`src/rtl/updown_sched.sv`:
```
`default_nettype none
// ============================================================================
// updown_sched : two-requester round-robin scheduler driving a loadable
//                up/down counter (LOAD / UP-by-N / DOWN-by-N / NOP).
// Optional: define UPDOWN_SCHED_SAT_EN to saturate UP/DOWN instead of wrapping.
// Revision: 1.0
// ============================================================================
module updown_sched #(
  parameter int WIDTH = 4,
  parameter int STEPW = 4,
  localparam int ARGW = (WIDTH > STEPW) ? WIDTH : STEPW
) (
  input  logic             clk,
  input  logic             rst,
  input  logic             req0,
  input  logic [1:0]       cmd0,
  input  logic [ARGW-1:0]  arg0,
  input  logic             req1,
  input  logic [1:0]       cmd1,
  input  logic [ARGW-1:0]  arg1,
  output logic             gnt0,
  output logic             gnt1,
  output logic             busy,
  output logic             done,
  output logic             done_id,
  output logic             sat,
  output logic             cnt_load,
  output logic             cnt_control,
  output logic [WIDTH-1:0] cnt_data_in,
  input  logic [WIDTH-1:0] cnt_count
);

  typedef enum logic [1:0] {
    IDLE = 2'd0,
    EXEC = 2'd1,
    DONE = 2'd2
  } state_e;

  localparam logic [1:0] CMD_LOAD = 2'b00;
  localparam logic [1:0] CMD_UP   = 2'b01;
  localparam logic [1:0] CMD_DOWN = 2'b10;

  state_e            state_q, state_d;
  logic              rr_last_q, rr_last_d;
  logic [1:0]        cmd_q, cmd_d;
  logic [ARGW-1:0]   arg_q, arg_d;
  logic              id_q, id_d;
  logic [STEPW-1:0]  rem_q, rem_d;
  logic              gnt0_q, gnt0_d;
  logic              gnt1_q, gnt1_d;
  logic              grant_id;
  logic              sat_hit;
`ifdef UPDOWN_SCHED_SAT_EN
  logic              sat_q, sat_d;
`endif

  always_ff @(posedge clk or negedge rst) begin
    if (!rst) begin
      state_q   <= IDLE;
      rr_last_q <= 1'b1;
      cmd_q     <= 2'b11;
      arg_q     <= '0;
      id_q      <= 1'b0;
      rem_q     <= '0;
      gnt0_q    <= 1'b0;
      gnt1_q    <= 1'b0;
`ifdef UPDOWN_SCHED_SAT_EN
      sat_q     <= 1'b0;
`endif
    end else begin
      state_q   <= state_d;
      rr_last_q <= rr_last_d;
      cmd_q     <= cmd_d;
      arg_q     <= arg_d;
      id_q      <= id_d;
      rem_q     <= rem_d;
      gnt0_q    <= gnt0_d;
      gnt1_q    <= gnt1_d;
`ifdef UPDOWN_SCHED_SAT_EN
      sat_q     <= sat_d;
`endif
    end
  end

  // Saturation only matters on a cycle that would otherwise count.
`ifdef UPDOWN_SCHED_SAT_EN
  assign sat_hit = ((cmd_q == CMD_UP)   && (cnt_count == {WIDTH{1'b1}})) ||
                   ((cmd_q == CMD_DOWN) && (cnt_count == '0));
`else
  assign sat_hit = 1'b0;
`endif

  always_comb begin
    state_d     = state_q;
    rr_last_d   = rr_last_q;
    cmd_d       = cmd_q;
    arg_d       = arg_q;
    id_d        = id_q;
    rem_d       = rem_q;
    gnt0_d      = 1'b0;
    gnt1_d      = 1'b0;
    grant_id    = 1'b0;
`ifdef UPDOWN_SCHED_SAT_EN
    sat_d       = sat_q;
`endif
    // Park: reload the counter with its own value so it holds.
    cnt_load    = 1'b1;
    cnt_control = 1'b0;
    cnt_data_in = cnt_count;

    case (state_q)
      IDLE: begin
        if (req0 || req1) begin
          grant_id  = (req0 && req1) ? ~rr_last_q : req1;
          rr_last_d = grant_id;
          id_d      = grant_id;
          cmd_d     = grant_id ? cmd1 : cmd0;
          arg_d     = grant_id ? arg1 : arg0;
          rem_d     = arg_d[STEPW-1:0];
          gnt0_d    = ~grant_id;
          gnt1_d    = grant_id;
`ifdef UPDOWN_SCHED_SAT_EN
          sat_d     = 1'b0;
`endif
          state_d   = EXEC;
        end
      end

      EXEC: begin
        case (cmd_q)
          CMD_LOAD: begin
            cnt_data_in = arg_q[WIDTH-1:0];
            state_d     = DONE;
          end
          CMD_UP, CMD_DOWN: begin
            if (rem_q == '0) begin
              state_d = DONE;
            end else if (sat_hit) begin
`ifdef UPDOWN_SCHED_SAT_EN
              sat_d   = 1'b1;
`endif
              state_d = DONE;
            end else begin
              cnt_load    = 1'b0;
              cnt_control = (cmd_q == CMD_UP);
              rem_d       = rem_q - 1'b1;
              if (rem_q == {{(STEPW-1){1'b0}}, 1'b1}) begin
                state_d = DONE;
              end
            end
          end
          default: begin
            state_d = DONE;
          end
        endcase
      end

      DONE: begin
        state_d = IDLE;
      end

      default: begin
        state_d = IDLE;
      end
    endcase
  end

  assign gnt0    = gnt0_q;
  assign gnt1    = gnt1_q;
  assign busy    = (state_q != IDLE);
  assign done    = (state_q == DONE);
  assign done_id = id_q;
`ifdef UPDOWN_SCHED_SAT_EN
  assign sat     = sat_q;
`else
  assign sat     = 1'b0;
`endif

endmodule
`default_nettype wire

```
`config.mk`:
```
export PLATFORM = sky130hd
export DESIGN_NAME = updown_sched
export DESIGN_NICKNAME = d
export VERILOG_FILES = /design/src/rtl/updown_sched.sv
export SDC_FILE = /design/constraint.sdc
export NUM_CORES = 1
export LEC_CHECK = 0
export ABC_AREA = 1
export BUFFER_PORTS_ARGS = -buffer_cell sky130_fd_sc_hd__buf_2
export CORE_ASPECT_RATIO = 0.6
export CORE_UTILIZATION = 44
export CTS_CLUSTER_SIZE = 12
export DETAILED_ROUTE_END_ITERATION = 12
export PLACE_DENSITY_LB_ADDON = 0.08
export SETUP_SLACK_MARGIN = 0.02
export SKIP_LAST_GASP = 1
export SYNTH_ARGS = -nofsm -noshare
export SYNTH_HDL_FRONTEND = slang
export SYNTH_SLANG_ARGS = --single-unit
```
`constraint.sdc`:
```
create_clock -name clk -period 1.39 [get_ports clk]
set_clock_uncertainty 0.15 [all_clocks]
set_input_delay 0.278 -clock clk [delete_from_list [all_inputs] [get_ports clk]]
set_output_delay 0.278 -clock clk [all_outputs]
set_load 0.005 [all_outputs]
```
==> key figures, run 1 <==
Final layout
  – Layout Cell Area excl Fill: approximately 1500 um2
  – Net count, final: between 150 and 200
  – Share of cells above drive strength 1: 0.5057
  – Area Overhead vs Synth: 52.23%
  – ANT cells: 0
  – Filler cell count in the final layout: approximately 160
  – Number of standard cells in the layout, taps in and fillers out: 202

Yosys
  – Net count after synthesis: between 100 and 150
  – Post-synth top area share: 0.3412
  – Proportion of synthesized flip-flops having asynchronous set or reset: 1.000
  – Fraction of the yosys area taken by sequential cells: 0.4239
  – Count of flip-flops with a built-in enable after synthesis: 0
  – Cell count after synthesis: around 120
  – Commonest cells in the synthesized netlist: nand2_1, nand3_1, dfrtp_1
  – Dominant cells by area after synthesis: dfrtp_1, nand2_1, nand3_1
  – Mean instance size in the synthesized netlist: slightly below 8 um2
  – Most common flop cell mapped by yosys: dfrtp_1
  – Cell with the most instances after synthesis: nand2_1
  – Cell taking the most area after synthesis: dfrtp_1
  – Total of flip-flops plus latches after synthesis: 16
  – Count of unique library cells instantiated by Yosys: 20
  – Ys Warns: 0
  – Total standard cell area after synthesis: around 950 um2

Floorplan
  – Effective utilization at floorplan: 0.4922
  – Total Die Area: around 2400 um2
  – IO Count: 32
  – Height of the die: around 38 um
  – Die outline width: slightly above 60 um
  – Area of the core: slightly below 2000 um2
  – Placement row count: 12

Timing
  – Smallest setup slack after layout: -0.4802 ns
  – Final Hold Fails: 0
  – Share of the clock period used by the worst path after layout: 1.345
  – Max-slew violation count: 0
  – RSZ-0062 raised after global routing: yes
  – Final setup fails: 12
  – Final Critical Period: ~1.9 ns
  – Highest clock frequency the design can meet: 0.5347 GHz

Pwr
  – Worst vdd ir: approximately 1.1 mV
  – Final Total Pwr: about 3.5 mW
  – Cell Pwr Density: around 2400 nW/um2
  – Standby leakage power: about 0.75 nW

Global routing
  – Grt ovf: 0
  – Antenna violations before repair: 0
  – Overall fraction of global-route tracks in use: 0.2373
  – Via count of the first global-routing pass: around 860
  – Wire length of the first global-routing pass: 3739 um
  – Largest net degree at the start of global routing: 17

Critical path
  – Critical path capture point type: output port
  – Worst Path Max Fanout: 2
  – Crit path kind: flop to output port
  – Slowest-stage cell, CP: dfstp_2
  – Depth of the most critical reg-to-reg path: 11
  – Crit path DAT: roughly 1.4 ns
  – Reg2Reg Launch Point: cmd_q[1]$_DFFE_PN1P_
  – Number of buffer and inverter stages on the critical path: 3
  – Slack of the worst reg-to-reg path: -0.43 ns
  – Cell-by-cell trace of the critical path: inv_2, ha_4, inv_2, nor2_4, nand2_4, buf_6
  – R2R Path End: rem_q[2]$_DFFE_PN0P_
  – Max incr delay on CP: roughly 0.54 ns
  – CP delay by family, top: flip-flops
  – Worst Path Required: between 0.9 and 1 ns
  – Element type at the critical path start: flop
  – Most numerous cell on the critical path: inv_2

Drt
  – DRT antenna net count: 0
  – DRC Markers: 0
  – Final Routed Wirelength: between 2000 and 3000 um
  – Final routed wire length divided by cell count: between 10 and 15 um
  – Vias per Instance: 5.040
  – Vias after detailed routing: 1,018
  – Number of iterations in the first detailed-routing pass: 4
  – DR iter-0 viols: 39

Min path
  – Startpoint of the most critical hold path: cmd0[0]
  – Worst hold-check path type: input pin to flop
  – Capture endpoint of the worst hold path: cmd_q[0]$_DFFE_PN1P_
  – Number of cells on the worst hold path: 3

CTS
  – Number of CTS-inserted buffers: 3
  – Clk_lat worst skew: 0.29 ns
  – Max H-tree Level: 1
  – CTS tree: yes
  – Buffer type at the clock tree root: clkbuf_4
  – Clk slew on worst S/H paths: around 0.09 ns
  – Max Buffers Root-to-Sink: 2
  – CTS sink count: 16

Job
  – MaxCap Viol Count: 0

Placed design
  – Placed instance area: between 1000 and 1500 um2
  – Placed insts: 189
  – Hpwl dp: 1854 um
  – RD Place Congestion: ~0.74
  – Number of buffer cells added on primary ports: 30

Status
  – Violated checks: negative setup slack
  – Run status: finished with violations
==> cell type report <==
cell class	instances	area, um2	share of cell area
Multi-Input combinational cell	93	599.3	0.4129
Sequential cell	16	404.1	0.2784
Timing Repair Buffer	50	342.8	0.2362
Inverter	11	43.79	0.03017
Tap cell	28	35.03	0.02414
Clock buffer	4	26.28	0.01810
==> logic make-up after synthesis <==
| kind of cell | count (synthesis) | share of synthesized area |
|---|---|---|
| buffers and inverters | 13 | 0.06299 |
| AOI/OAI and AO/OA | 9 | 0.06036 |
| xor gates and xnor gates | 1 | 0.009188 |
| and+or+nand+nor | 77 | 0.3871 |
| adders and majority gates | 4 | 0.05250 |
| DFF | 16 | 0.4239 |
| other | 1 | 0.003933 |
==> metal layers <==
| metal | global-route usage | up-vias | routed length (um) |
|---|---|---|---|
| met5 | 0 | - | 0 |
| met4 | 0.07222 | 0 | 27 |
| met1 | 0.3106 | 461 | 1223 |
| li1 | - | 504 | - |
| met2 | 0.3777 | 49 | 1183 |
| met3 | 0.07095 | 4 | 219 |
==> worst max path at each step <==
stage          cells after the start  slack (ns)       end                 start
6_report                           6       -0.48  cnt_load  cmd_q[1]$_DFFE_PN1P_
2_1_floorplan                      5       -0.07  cnt_load  cmd_q[0]$_DFFE_PN1P_
4_1_cts                            6       -0.49  cnt_load  cmd_q[1]$_DFFE_PN1P_
3_3_place_gp                       6       -0.17  cnt_load  cmd_q[1]$_DFFE_PN1P_
3_5_place_dp                       6       -0.18  cnt_load  cmd_q[1]$_DFFE_PN1P_
5_1_grt                            6       -0.55  cnt_load  cmd_q[1]$_DFFE_PN1P_
==> power breakdown <==
group	switching, mW	internal (mW)
Clock	0.149	0.112
Combinational	1.26	1.14
Sequential	0.146	0.725
==> what timing repair did <==
| item | 4_1_cts | 5_1_grt |
|---|---|---|
| endpoints found under the hold margin | 13 | 0 |
| setup endpoints to repair | 18 | 21 |
| gates cloned | 0 | 1 |
| hold buffers | 1 | 0 |
| pin swaps | 3 | 8 |
| resized for setup | 17 | 8 |
| buffers inserted | 3 | 4 |
==> registers in the layout (all words and copies together), names as in the netlist <==
register / cells
done_id: 1
rr_last_q: 1
state_q: 2
gnt0: 1
cmd_q: 2
gnt1: 1
arg_q: 4
rem_q: 4
==> worst reg2reg max path, stage by stage (launching register included) <==
cell and delay, ns:
dfstp_2 0.54, inv_2 0.05, ha_4 0.26, inv_2 0.04
nor2_4 0.10, nand2_4 0.06, buf_4 0.13, buf_6 0.11
buf_12 0.12, nand2_8 0.06, nand3_2 0.06, nand2_1 0.07
==> through the flow <==
step                      setup slack (ns)  TNS (ns)  hold WS [ns]    util
final                              -0.4802    -4.392       0.04790  0.7494
after global routing               -0.5498    -5.269       0.04793  0.7494
after CTS                          -0.4911    -4.253       0.04890  0.7138
after detailed placement           -0.1803    -1.383       0.05972  0.6428
after global placement             -0.1749    -1.240       0.05667  0.6428
after floorplan                   -0.06571   -0.1796       -0.1676       -
==> cell usage in the layout (no fill, tap or decap) <==
cell type / instances
buf_2: 28
nand2_1: 27
nand3_1: 19
buf_4: 14
dfrtp_1: 13
nand2_2: 9
nor2_1: 9
inv_1: 6
buf_6: 6
inv_2: 4
nand3_2: 4
a31oi_1: 4
nor2_4: 3
clkbuf_4: 3
dfstp_2: 3
nand2_4: 2
nor2_2: 2
o21ai_1: 2
o21ai_2: 2
ha_4: 2
inv_4: 1
o21ai_4: 1
nand2_8: 1
a21oi_1: 1
nor2_8: 1
xnor2_1: 1
ha_2: 1
ha_1: 1
conb_1: 1
clkbuf_1: 1
dlygate4sd3_1: 1
buf_12: 1
(Power assumes the default switching activity.)
==> inputs of run 2 (changes only) <==
- ABC_AREA: 1 -> default
- CORE_ASPECT_RATIO: 0.6 -> default
- CORE_UTILIZATION: 44 -> 43
- CTS_BUF_LIST: default -> sky130_fd_sc_hd__clkbuf_8 sky130_fd_sc_hd__clkbuf_16
==> run 2 against run 1 <==
  * The flow still finishes with violations (negative setup slack)
  * Synthesized area fell by 3.9%
  * Sequential share of layout area fell by 3.0 points
  * Combinational power rose by 6%
  * Sequential power rose by 3.3%
  * Global-route usage rose by 0.61 points
  * Clock power rose by 62%
  * First-iteration DRC count fell by 82%
  * Final cell count fell by 13%
  * Die area fell by 1.9%
  * Routed wire length rose by 4.1%
==> key figures, run 2 <==
Critical path
  – Slowest-stage cell, CP: or3b_4
  – Element type at the critical path start: flop
  – Crit path kind: flop to output port
  – R2R Path End: rem_q[2]$_DFFE_PN0P_
  – Worst Path Required: ~0.96 ns
  – Slack of the worst reg-to-reg path: -0.50 ns
  – Crit path DAT: 1.53 ns
  – Worst Path Max Fanout: 3
  – Reg2Reg Launch Point: cmd_q[0]$_DFFE_PN1P_
  – Source of the critical timing path: rem_q[1]$_DFFE_PN0P_
  – Critical path capture point type: output port
  – Last element of the critical path: cnt_control
  – Max incr delay on CP: roughly 0.4 ns
  – Cell-by-cell trace of the critical path: inv_2, ha_4, or3b_4, and3_4, buf_2
  – Depth of the most critical reg-to-reg path: 7

Yosys
  – Mean instance size in the synthesized netlist: 10.53 um2
  – Net count after synthesis: between 100 and 150
  – Dominant cells by area after synthesis: dfrtp_1, dfstp_2, mux2_2
  – Total standard cell area after synthesis: 915.9 um2
  – Cell with the most instances after synthesis: dfrtp_1
  – Post-synth top area share: 0.3552
  – Most common flop cell mapped by yosys: dfrtp_1
  – Count of flip-flops with a built-in enable after synthesis: 0
  – Cell taking the most area after synthesis: dfrtp_1
  – Proportion of synthesized flip-flops having asynchronous set or reset: 1.000
  – Commonest cells in the synthesized netlist: dfrtp_1, nand2_1, nor2_1
  – Total of flip-flops plus latches after synthesis: 16
  – Ys Warns: 0
  – Fraction of the yosys area taken by sequential cells: 0.4413
  – Count of unique library cells instantiated by Yosys: 30
  – Cell count after synthesis: 87

Floorplan
  – Area of the core: between 1500 and 2000 um2
  – Placement row count: 16
  – Total Die Area: 2318 um2
  – IO Count: 32
  – Effective utilization at floorplan: 0.4621
  – Height of the die: 48.15 um
  – Die outline width: between 40 and 50 um

Final layout
  – Finished Core Util: 0.8213
  – Total area of multi-input combinational cells: 626.9 um2
  – Net count, final: 174
  – Filler cell count in the final layout: roughly 110
  – Registers with the highest flip-flop counts: arg_q: 4 flops, rem_q: 4 flops
  – Highest-count cells in the layout ignoring fill and taps: buf_2, buf_4, dfrtp_1
  – Area Overhead vs Synth: 77.73%
  – ANT cells: 0
  – Share of cells above drive strength 1: 0.7248
  – Number of standard cells in the layout, taps in and fillers out: between 150 and 200
  – Most common library cell in the layout ignoring fill and taps: buf_2
  – Sequential standard cell area: approximately 400 um2

Global routing
  – Met2 demand-to-capacity share in global routing: 0.4187
  – Largest net degree at the start of global routing: 17
  – Via count of the first global-routing pass: 835
  – Wire length of the first global-routing pass: approximately 3700 um
  – Overall fraction of global-route tracks in use: 0.2434
  – Global routing usage on met3: 0.05185
  – Global-route layer with the greatest usage: met2
  – Antenna violations before repair: 0
  – Global routing met1 resource utilization: 0.2847
  – Grt ovf: 0

Pwr
  – Switching fraction of total power: 0.3697
  – Cell Pwr Density: 2378 nW/um2
  – Sequential cell fraction of total power: 0.233
  – Standby leakage power: about 0.82 nW
  – Final Total Pwr: ~3.9 mW
  – Fraction of power consumed by combinational cells: 0.659
  – Worst vdd ir: 1.826 mV
  – Sw power: approximately 1.4 mW
  – Internal power summed over all cells: roughly 2.4 mW
  – Clk network pwr share: 0.109

Timing
  – Final Hold Fails: 0
  – Setup TNS after final layout: -8.054 ns
  – Highest clock frequency the design can meet: between 0.5 and 0.6 GHz
  – RSZ-0062 raised after global routing: yes
  – Smallest setup slack after layout: -0.5706 ns
  – Hold Slack: about 0.083 ns
  – Max-slew violation count: 0
  – Final setup fails: 23
  – Share of the clock period used by the worst path after layout: 1.411
  – Final Critical Period: between 1.5 and 2 ns

Drt
  – DRC Markers: 0
  – Final Routed Wirelength: 2763 um
  – Final routed wire length divided by cell count: around 16 um
  – DR iter-0 viols: 7
  – Number of iterations in the first detailed-routing pass: 4
  – Vias per Instance: approximately 5.1
  – Vias after detailed routing: about 900
  – DRT antenna net count: 0

CTS
  – CTS sink count: 16
  – CTS tree: yes
  – Max Buffers Root-to-Sink: 2
  – Number of CTS-inserted buffers: 3
  – Max H-tree Level: 1
  – Buffer type at the clock tree root: clkbuf_8
  – Clk slew on worst S/H paths: approximately 0.060 ns
  – Clk_lat worst skew: 0.25 ns

Job
  – MaxCap Viol Count: 0

Status
  – Run status: finished with violations
  – Violated checks: negative setup slack

Placed design
  – RD Place Congestion: about 0.86
  – Hpwl dp: approximately 1600 um
  – Placed insts: between 150 and 200
  – Number of buffer cells added on primary ports: 30

Min path
  – Worst hold-check path type: input pin to flop
==> run 2: changes by cell type in the layout (fill, tap and decap cells not counted), sizes merged, moves of 5 or more <==
cell and delta:
nand2 -32, nand3 -23, buf +11, nor2 -8, inv -7, mux2 +5
mux2i +5
==> run 2: logic make-up (layout without fill, tap and decap cells) <==
kind of cell,count (synthesis),after routing,synth area share
AOI/OAI and AO/OA,20,20,0.1708
adders and majority gates,4,4,0.05465
buffers and inverters,8,70,0.05053
DFF,16,16,0.4413
muxes,10,10,0.1161
other,1,1,0.004094
and+or+nand+nor,28,28,0.1626
==> run 2: worst min-delay path by stage <==
stage / cells past startpoint / slack (ns) / from / endpoint
3_5_place_dp: 1 / 0.06 / rst / done_id$_DFFE_PN0P_
2_1_floorplan: 0 / -0.17 / rst / arg_q[0]$_DFFE_PN0P_
6_report: 2 / 0.08 / cmd0[0] / cmd_q[0]$_DFFE_PN1P_
5_1_grt: 2 / 0.09 / cmd0[0] / cmd_q[0]$_DFFE_PN1P_
4_1_cts: 2 / 0.08 / cmd0[0] / cmd_q[0]$_DFFE_PN1P_
3_3_place_gp: 1 / 0.07 / rst / done_id$_DFFE_PN0P_
==> run 2: stage by stage <==
step	setup slack, ns	area, um2
after floorplan	-0.3044	985.9
after global placement	-0.3583	1325
after detailed placement	-0.3888	1325
after CTS	-0.5641	1520
after global routing	-0.6138	1628
final	-0.5706	1628
==> run 2: routing by layer <==
metal,vias up,part of all wire
met5,-,0
met4,0,0.033
met3,10,0.037
met2,27,0.54
met1,429,0.39
li1,423,-
==> run 2: final cells by class <==
type,instances,area share
Inverter,4,0.009224
Clock buffer,4,0.03382
Sequential cell,16,0.2483
Tap cell,27,0.02075
Multi-Input combinational cell,63,0.3851
Timing Repair Buffer,62,0.3028
==> run 2: power groups by stage <==
stage          clock, mW  sequential, mW  combinational [mW]
6_report           0.420           0.900                2.55
5_1_grt            0.446           0.923                2.72
4_1_cts            0.430           0.873                2.17
3_5_place_dp           0           0.876                1.77
3_3_place_gp           0           0.861                1.73
2_1_floorplan          0           0.874                1.07
==> run 2: repair_timing <==
action,in CTS,in global routing
pin swaps,3,5
endpoints found under the hold margin,13,0
resized for setup,22,16
endpoints found under the setup margin,23,24
hold buffers,1,0
gates cloned,0,1
buffers inserted,6,3
==> run 2: worst max-delay path, delay by kind of cell (launching register included) <==
kind	cells	cell delay [ns]
and+or+nand+nor	2	0.56
DFF	1	0.39
buffers and inverters	2	0.20
adders and majority gates	1	0.13
